### src/rtl/shifter_pipe.sv
// Pipelined barrel shifter/rotator: one log2 shift stage per clock with valid/ready flow control.
// Ops: 0 ROL, 1 SLL, 2 ROR, 3 SRL, 4 SRA; 5-7 pass the operand through and flag out_err.
`timescale 1ns/1ps
module shifter_pipe #(
    parameter int unsigned WIDTH = 16,
    parameter int unsigned CW    = $clog2(WIDTH)
) (
    input  logic             clk,
    input  logic             rst,
    input  logic             in_valid,
    output logic             in_ready,
    input  logic [WIDTH-1:0] in_data,
    input  logic [CW-1:0]    in_cnt,
    input  logic [2:0]       in_op,
    output logic             out_valid,
    input  logic             out_ready,
    output logic [WIDTH-1:0] out_data,
    output logic             out_err
);

    localparam logic [2:0] OpRol = 3'd0;
    localparam logic [2:0] OpSll = 3'd1;
    localparam logic [2:0] OpRor = 3'd2;
    localparam logic [2:0] OpSrl = 3'd3;
    localparam logic [2:0] OpSra = 3'd4;

    logic [CW-1:0]    valid_q, valid_d;
    logic [WIDTH-1:0] data_q [CW];
    logic [WIDTH-1:0] data_d [CW];
    logic [CW-1:0]    cnt_q  [CW];
    logic [CW-1:0]    cnt_d  [CW];
    logic [2:0]       op_q   [CW];
    logic [2:0]       op_d   [CW];
    logic [CW-1:0]    err_q, err_d;

    logic [CW-1:0]    ready;
    logic [CW-1:0]    src_valid;
    logic [WIDTH-1:0] src_data [CW];
    logic [CW-1:0]    src_cnt  [CW];
    logic [2:0]       src_op   [CW];
    logic [CW-1:0]    src_err;

    // Shift by a fixed amount; SRA fills from the current MSB so sign survives every stage.
    function automatic logic [WIDTH-1:0] stage_shift(input logic [WIDTH-1:0] d,
                                                     input logic [2:0]       op,
                                                     input int unsigned      sh);
        logic [WIDTH-1:0] ones;
        logic [WIDTH-1:0] res;
        ones = '1;
        case (op)
            OpRol:   res = (d << sh) | (d >> (WIDTH - sh));
            OpSll:   res = d << sh;
            OpRor:   res = (d >> sh) | (d << (WIDTH - sh));
            OpSrl:   res = d >> sh;
            OpSra:   res = (d >> sh) | (d[WIDTH-1] ? ~(ones >> sh) : '0);
            default: res = d;
        endcase
        return res;
    endfunction

    // Stage k can load when it and every stage downstream is not blocked.
    always_comb begin
        logic [CW-1:0] mask;
        ready = '0;
        for (int unsigned k = 0; k < CW; k++) begin
            mask     = (CW'(1) << k) - CW'(1);
            ready[k] = out_ready || ((valid_q | mask) != '1);
        end
    end

    always_comb begin
        src_valid[0] = in_valid;
        src_data[0]  = in_data;
        src_cnt[0]   = in_cnt;
        src_op[0]    = in_op;
        src_err[0]   = (in_op > OpSra);
        for (int unsigned k = 1; k < CW; k++) begin
            src_valid[k] = valid_q[k-1];
            src_data[k]  = data_q[k-1];
            src_cnt[k]   = cnt_q[k-1];
            src_op[k]    = op_q[k-1];
            src_err[k]   = err_q[k-1];
        end
    end

    always_comb begin
        valid_d = valid_q;
        err_d   = err_q;
        data_d  = data_q;
        cnt_d   = cnt_q;
        op_d    = op_q;
        for (int unsigned k = 0; k < CW; k++) begin
            if (ready[k]) begin
                valid_d[k] = src_valid[k];
                if (src_valid[k]) begin
                    data_d[k] = src_cnt[k][k] ? stage_shift(src_data[k], src_op[k], 32'd1 << k)
                                              : src_data[k];
                    cnt_d[k]  = src_cnt[k];
                    op_d[k]   = src_op[k];
                    err_d[k]  = src_err[k];
                end
            end
        end
    end

    always_ff @(posedge clk) begin
        if (!rst) begin
            valid_q <= '0;
            err_q   <= '0;
            for (int unsigned k = 0; k < CW; k++) begin
                data_q[k] <= '0;
                cnt_q[k]  <= '0;
                op_q[k]   <= '0;
            end
        end else begin
            valid_q <= valid_d;
            err_q   <= err_d;
            for (int unsigned k = 0; k < CW; k++) begin
                data_q[k] <= data_d[k];
                cnt_q[k]  <= cnt_d[k];
                op_q[k]   <= op_d[k];
            end
        end
    end

    assign in_ready  = !rst || ready[0];
    assign out_valid = valid_q[CW-1];
    assign out_data  = data_q[CW-1];
    assign out_err   = err_q[CW-1];

endmodule

### config.mk
export PLATFORM = sky130hd
export DESIGN_NAME = shifter_pipe
export DESIGN_NICKNAME = d
export VERILOG_FILES = /design/src/rtl/shifter_pipe.sv
export SDC_FILE = /design/constraint.sdc
export NUM_CORES = 1
export LEC_CHECK = 0
export BUFFER_PORTS_ARGS = -buffer_cell sky130_fd_sc_hd__buf_2
export CAP_MARGIN = 0
export CORE_MARGIN = 5
export CORE_UTILIZATION = 40
export DETAILED_ROUTE_END_ITERATION = 12
export GPL_ROUTABILITY_DRIVEN = 0
export GPL_TIMING_DRIVEN = 0
export PLACE_DENSITY = 0.54
export SLEW_MARGIN = 20
export SYNTH_ARGS = -nofsm -noshare
export SYNTH_HDL_FRONTEND = slang
export SYNTH_SLANG_ARGS = --single-unit
### constraint.sdc
create_clock -name clk -period 2.2 [get_ports clk]
set_input_delay 0 -clock clk [delete_from_list [all_inputs] [get_ports clk]]
set_output_delay 0 -clock clk [all_outputs]
set_load 0.01 [all_outputs]
==> tab_implementation.tex <==
\begin{tabular}{lr}
\hline
Metric & Value \\
\hline
\multicolumn{2}{l}{\textbf{Setup path}} \\
Most numerous cell on the critical path & sky130\_fd\_sc\_hd\_\_buf\_2 \\
Max stage delay on crit path & between 0.4 and 0.5 ns \\
Worst endpoint data arrival time & between 1.5 and 2 ns \\
Required time of the critical path & between 2 and 2.5 ns \\
Slowest CP cell & sky130\_fd\_sc\_hd\_\_dfxtp\_1 \\
Worst reg2reg path depth & 5 \\
Worst flop-to-flop path startpoint & op\_q[11] \\
Cell Chain, Critical Path & buf\_2, buf\_2, nand3\_1, o221ai\_1, o22ai\_1 \\
Type of the setup path with the least slack & reg2reg \\
Critical path startpoint category & register \\
Worst R2R End & data\_q[42] \\
Critical path capture point type & register \\
Worst reg-to-reg setup slack & around 0.53 ns \\
Crit Path Max Fanout & 10 \\
\multicolumn{2}{l}{\textbf{Global routing}} \\
Vias in the first global route & approximately 4,600 \\
Maximum number of pins on one net before global-route repair & 16 \\
Leftover overflow at the end of global routing & 0 \\
First-pass GRT wire length & 24.1 mm \\
Total Routing Usage GR & between 20\% and 30\% \\
Antenna violations before repair & 0 \\
\multicolumn{2}{l}{\textbf{Clock network}} \\
Number of buffers inserted during clock tree synthesis & 9 \\
Worst skew pair latency & $\sim$0.35 ns \\
Clock buffer depth & 2 \\
Library cell used as clock root buffer & sky130\_fd\_sc\_hd\_\_clkbuf\_16 \\
Clock input transition at the sequential cells of the worst setup and hold paths & roughly 0.060 ns \\
Clock tree from TritonCTS & yes \\
TritonCTS Sinks & 87 \\
Number of post-CTS setup repair buffers & 0 \\
Number of H-tree levels & 3 \\
\multicolumn{2}{l}{\textbf{STA}} \\
Unrepaired setup endpoints after global routing & false \\
Number of hold-slack violations in the final timing report & 0 \\
Worst clock skew & 0.0100 ns \\
Final period demand of the worst path & between 1.5 and 2 ns \\
Setup tns final & 0 ns \\
Final period utilization & 75.9\% \\
Setup violators final & 0 \\
Achievable frequency & 0.599 GHz \\
Relative slew slack & 54.6\% \\
Max-slew violation total from the final report & 0 \\
Worst setup slack after layout & 0.531 ns \\
Worst-Margin Slew & between 0.6 and 0.7 ns \\
\multicolumn{2}{l}{\textbf{Status}} \\
Status & finished, final reports clean \\
\multicolumn{2}{l}{\textbf{Logic synthesis}} \\
Synthesized flop and latch total & between 80 and 90 \\
Yosys synthesis warning count & 0 \\
Net count after synthesis & roughly 640 \\
Post-synthesis cell type count & 50 \\
Average cell area after synthesis & approximately 8.0 um\^{}2 \\
Share of flip-flops with an asynchronous set or reset & 0\% \\
Post-synth EDFFs & 0 \\
Fraction of the yosys area taken by sequential cells & a little over a third \\
Flip-flop cell with the highest count after synthesis & sky130\_fd\_sc\_hd\_\_dfxtp\_1 \\
Number of instances in the synthesized netlist & slightly above 600 \\
Netlist area before placement & between 4000 and 5000 um\^{}2 \\
\multicolumn{2}{l}{\textbf{Routing}} \\
Drt first pass iters & 6 \\
Detailed-route DRC error count & 0 \\
Via-per-instance ratio & approximately 6 \\
Number of design-rule violations left by the first detailed-router iteration & $\sim$330 \\
Drt wl/cell & 18.2 um \\
Total via count in the routed design & between 4,000 and 5,000 \\
Post-DRT Antenna Nets & 0 \\
Total wire length & roughly 15 mm \\
\multicolumn{2}{l}{\textbf{Floorplanning}} \\
Io pins & 46 \\
X dimension of the die & roughly 120 um \\
Die outline height & around 120 um \\
Initial Utilization & just over 40\% \\
Die outline area & around 15,000 um\^{}2 \\
Number of standard-cell rows in the floorplan & 40 \\
Placeable core region & 12,000 um\^{}2 \\
\multicolumn{2}{l}{\textbf{Layout}} \\
Final instance count without filler cells & a little over 800 \\
Filler Cells Inserted & $\sim$1,200 \\
Multi-input gate area & 2720 um\^{}2 \\
\# nets final & 703 \\
Final instance area & 5630 um\^{}2 \\
Leading cell type in the layout, fill and taps excluded & sky130\_fd\_sc\_hd\_\_dfxtp\_1 \\
Area added between synthesis and finish & 15.1\% \\
Most frequent cells in the layout & sky130\_fd\_sc\_hd\_\_dfxtp\_1, sky130\_fd\_sc\_hd\_\_nand2\_1, sky130\_fd\_sc\_hd\_\_buf\_2 \\
Final antenna diode count & 0 \\
Sequential Area & $\sim$1700 um\^{}2 \\
Proportion of layout cells with a drive suffix above 1 & a little under a fifth \\
\multicolumn{2}{l}{\textbf{Flow run}} \\
Max Cap Viol & 0 \\
\multicolumn{2}{l}{\textbf{Min path}} \\
Hold Startpoint & in\_op[0] \\
Class of the tightest hold or removal check & in2reg \\
Worst hold endpoint & op\_q[9] \\
Worst hold path depth & 3 \\
\multicolumn{2}{l}{\textbf{Placed design}} \\
Number of placed instances, taps included & just over 800 \\
Detailed-placement wirelength estimate & $\sim$11 mm \\
Placed Area & about 5300 um\^{}2 \\
Placement-stage worst setup slack & between 0.5 and 0.6 ns \\
Total of buffers placed on input and output ports & between 40 and 50 \\
\multicolumn{2}{l}{\textbf{Power}} \\
Leakage power total & about 2.1 nW \\
Largest voltage drop on the vdd net & 436 uV \\
Power Dens Cells & between 600 and 700 nW/um\^{}2 \\
\hline
\end{tabular}
==> kinds of logic (layout without fill, tap and decap cells) <==
kind of cell	Yosys count	in the layout	share of synthesized area (%)
buffers and inverters	82	148	8.77
AO/OA/AOI/OAI	205	205	29.1
multiplexers	25	25	5.11
flip-flops	87	87	35.6
AND/OR/NAND/NOR	216	216	21.4
==> sequential cells by signal, summed over array words and instances (netlist names) <==
signal    cells
valid_q       4
cnt_q         6
op_q          9
err_q         4
out_data     16
data_q       48
==> layer usage <==
metal | track usage [%] | up-vias | wire, um
li1 | - | 2359 | -
met1 | 25.4 | 2292 | 6630
met2 | 36.1 | 139 | 7400
met3 | 3.23 | 36 | 570
met4 | 8.14 | 0 | 441
met5 | 0 | - | 0
==> final cells by class <==
class,instances,share of cell area (%)
repair buffers,50,4.98
clock buffers,9,4.00
clock inverters,7,0.866
flip-flops and latches,87,30.9
multi-input cells,446,48.3
inverters,15,1.00
plain buffers,67,6.62
well taps,147,3.27
==> what timing repair did <==
item	in CTS	in global routing
hold buffers	6	0
endpoints found under the hold margin	6	0
gates resized for setup	0	0
==> critical path: cells and delay by family, from the launching register on <==
family,cells,cell delay (ns)
DFF,1,0.43
AOI/OAI and AO/OA,2,0.44
and+or+nand+nor,1,0.18
buffers and inverters,2,0.50
==> stage by stage <==
| step | power, mW | hold slack, ns | util (%) |
|---|---|---|---|
| global placement | 2.23 | 0.221 | 44.1 |
| floorplan | 2.07 | 0.121 | - |
| global route | 3.79 | 0.0667 | 46.9 |
| CTS | 3.67 | 0.0240 | 46.9 |
| finish | 3.66 | 0.0302 | 46.9 |
| detailed placement | 2.25 | 0.235 | 44.1 |
==> worst max-delay path by stage <==
stage / startpoint / end / slack, ns / cells after the start
after floorplan: valid_q[3] / cnt_q[15] / 0.85 / 5
after global placement: cnt_q[10] / data_q[28] / 0.60 / 4
after detailed placement: op_q[11] / data_q[42] / 0.57 / 5
after CTS: cnt_q[10] / data_q[28] / 0.57 / 4
after global routing: op_q[10] / data_q[35] / 0.47 / 5
final: op_q[11] / data_q[42] / 0.53 / 5
==> synth_stat cells, drive strengths merged (3+ instances only) <==
cell type	instances	area share [%]
or3	4	0.51
o221ai	21	3.8
nand2	87	6.8
o31ai	8	1.2
or3b	3	0.54
nor3b	15	2.4
a21oi	33	3.4
and2	8	1.0
o211ai	5	0.77
nor3	6	0.61
inv	15	1.2
nand2b	7	0.89
nand3	17	1.7
o311ai	14	2.5
o21a	9	1.4
a211oi	3	0.56
o21ai	60	6.1
a221oi	8	1.4
clkbuf	20	1.5
nor2	51	3.9
dfxtp	87	36
mux2i	25	5.1
a2111oi	4	0.82
nand3b	6	0.92
nor2b	6	0.77
buf	47	6.1
o22ai	28	4.7
==> power by group <==
part / switching (mW) / internal [mW] / leakage [nW]
clock network: 0.670 / 0.765 / 0.124
logic: 0.299 / 0.208 / 1.22
registers: 0.0824 / 1.64 / 0.709
Power figures use the tool's default switching activity.
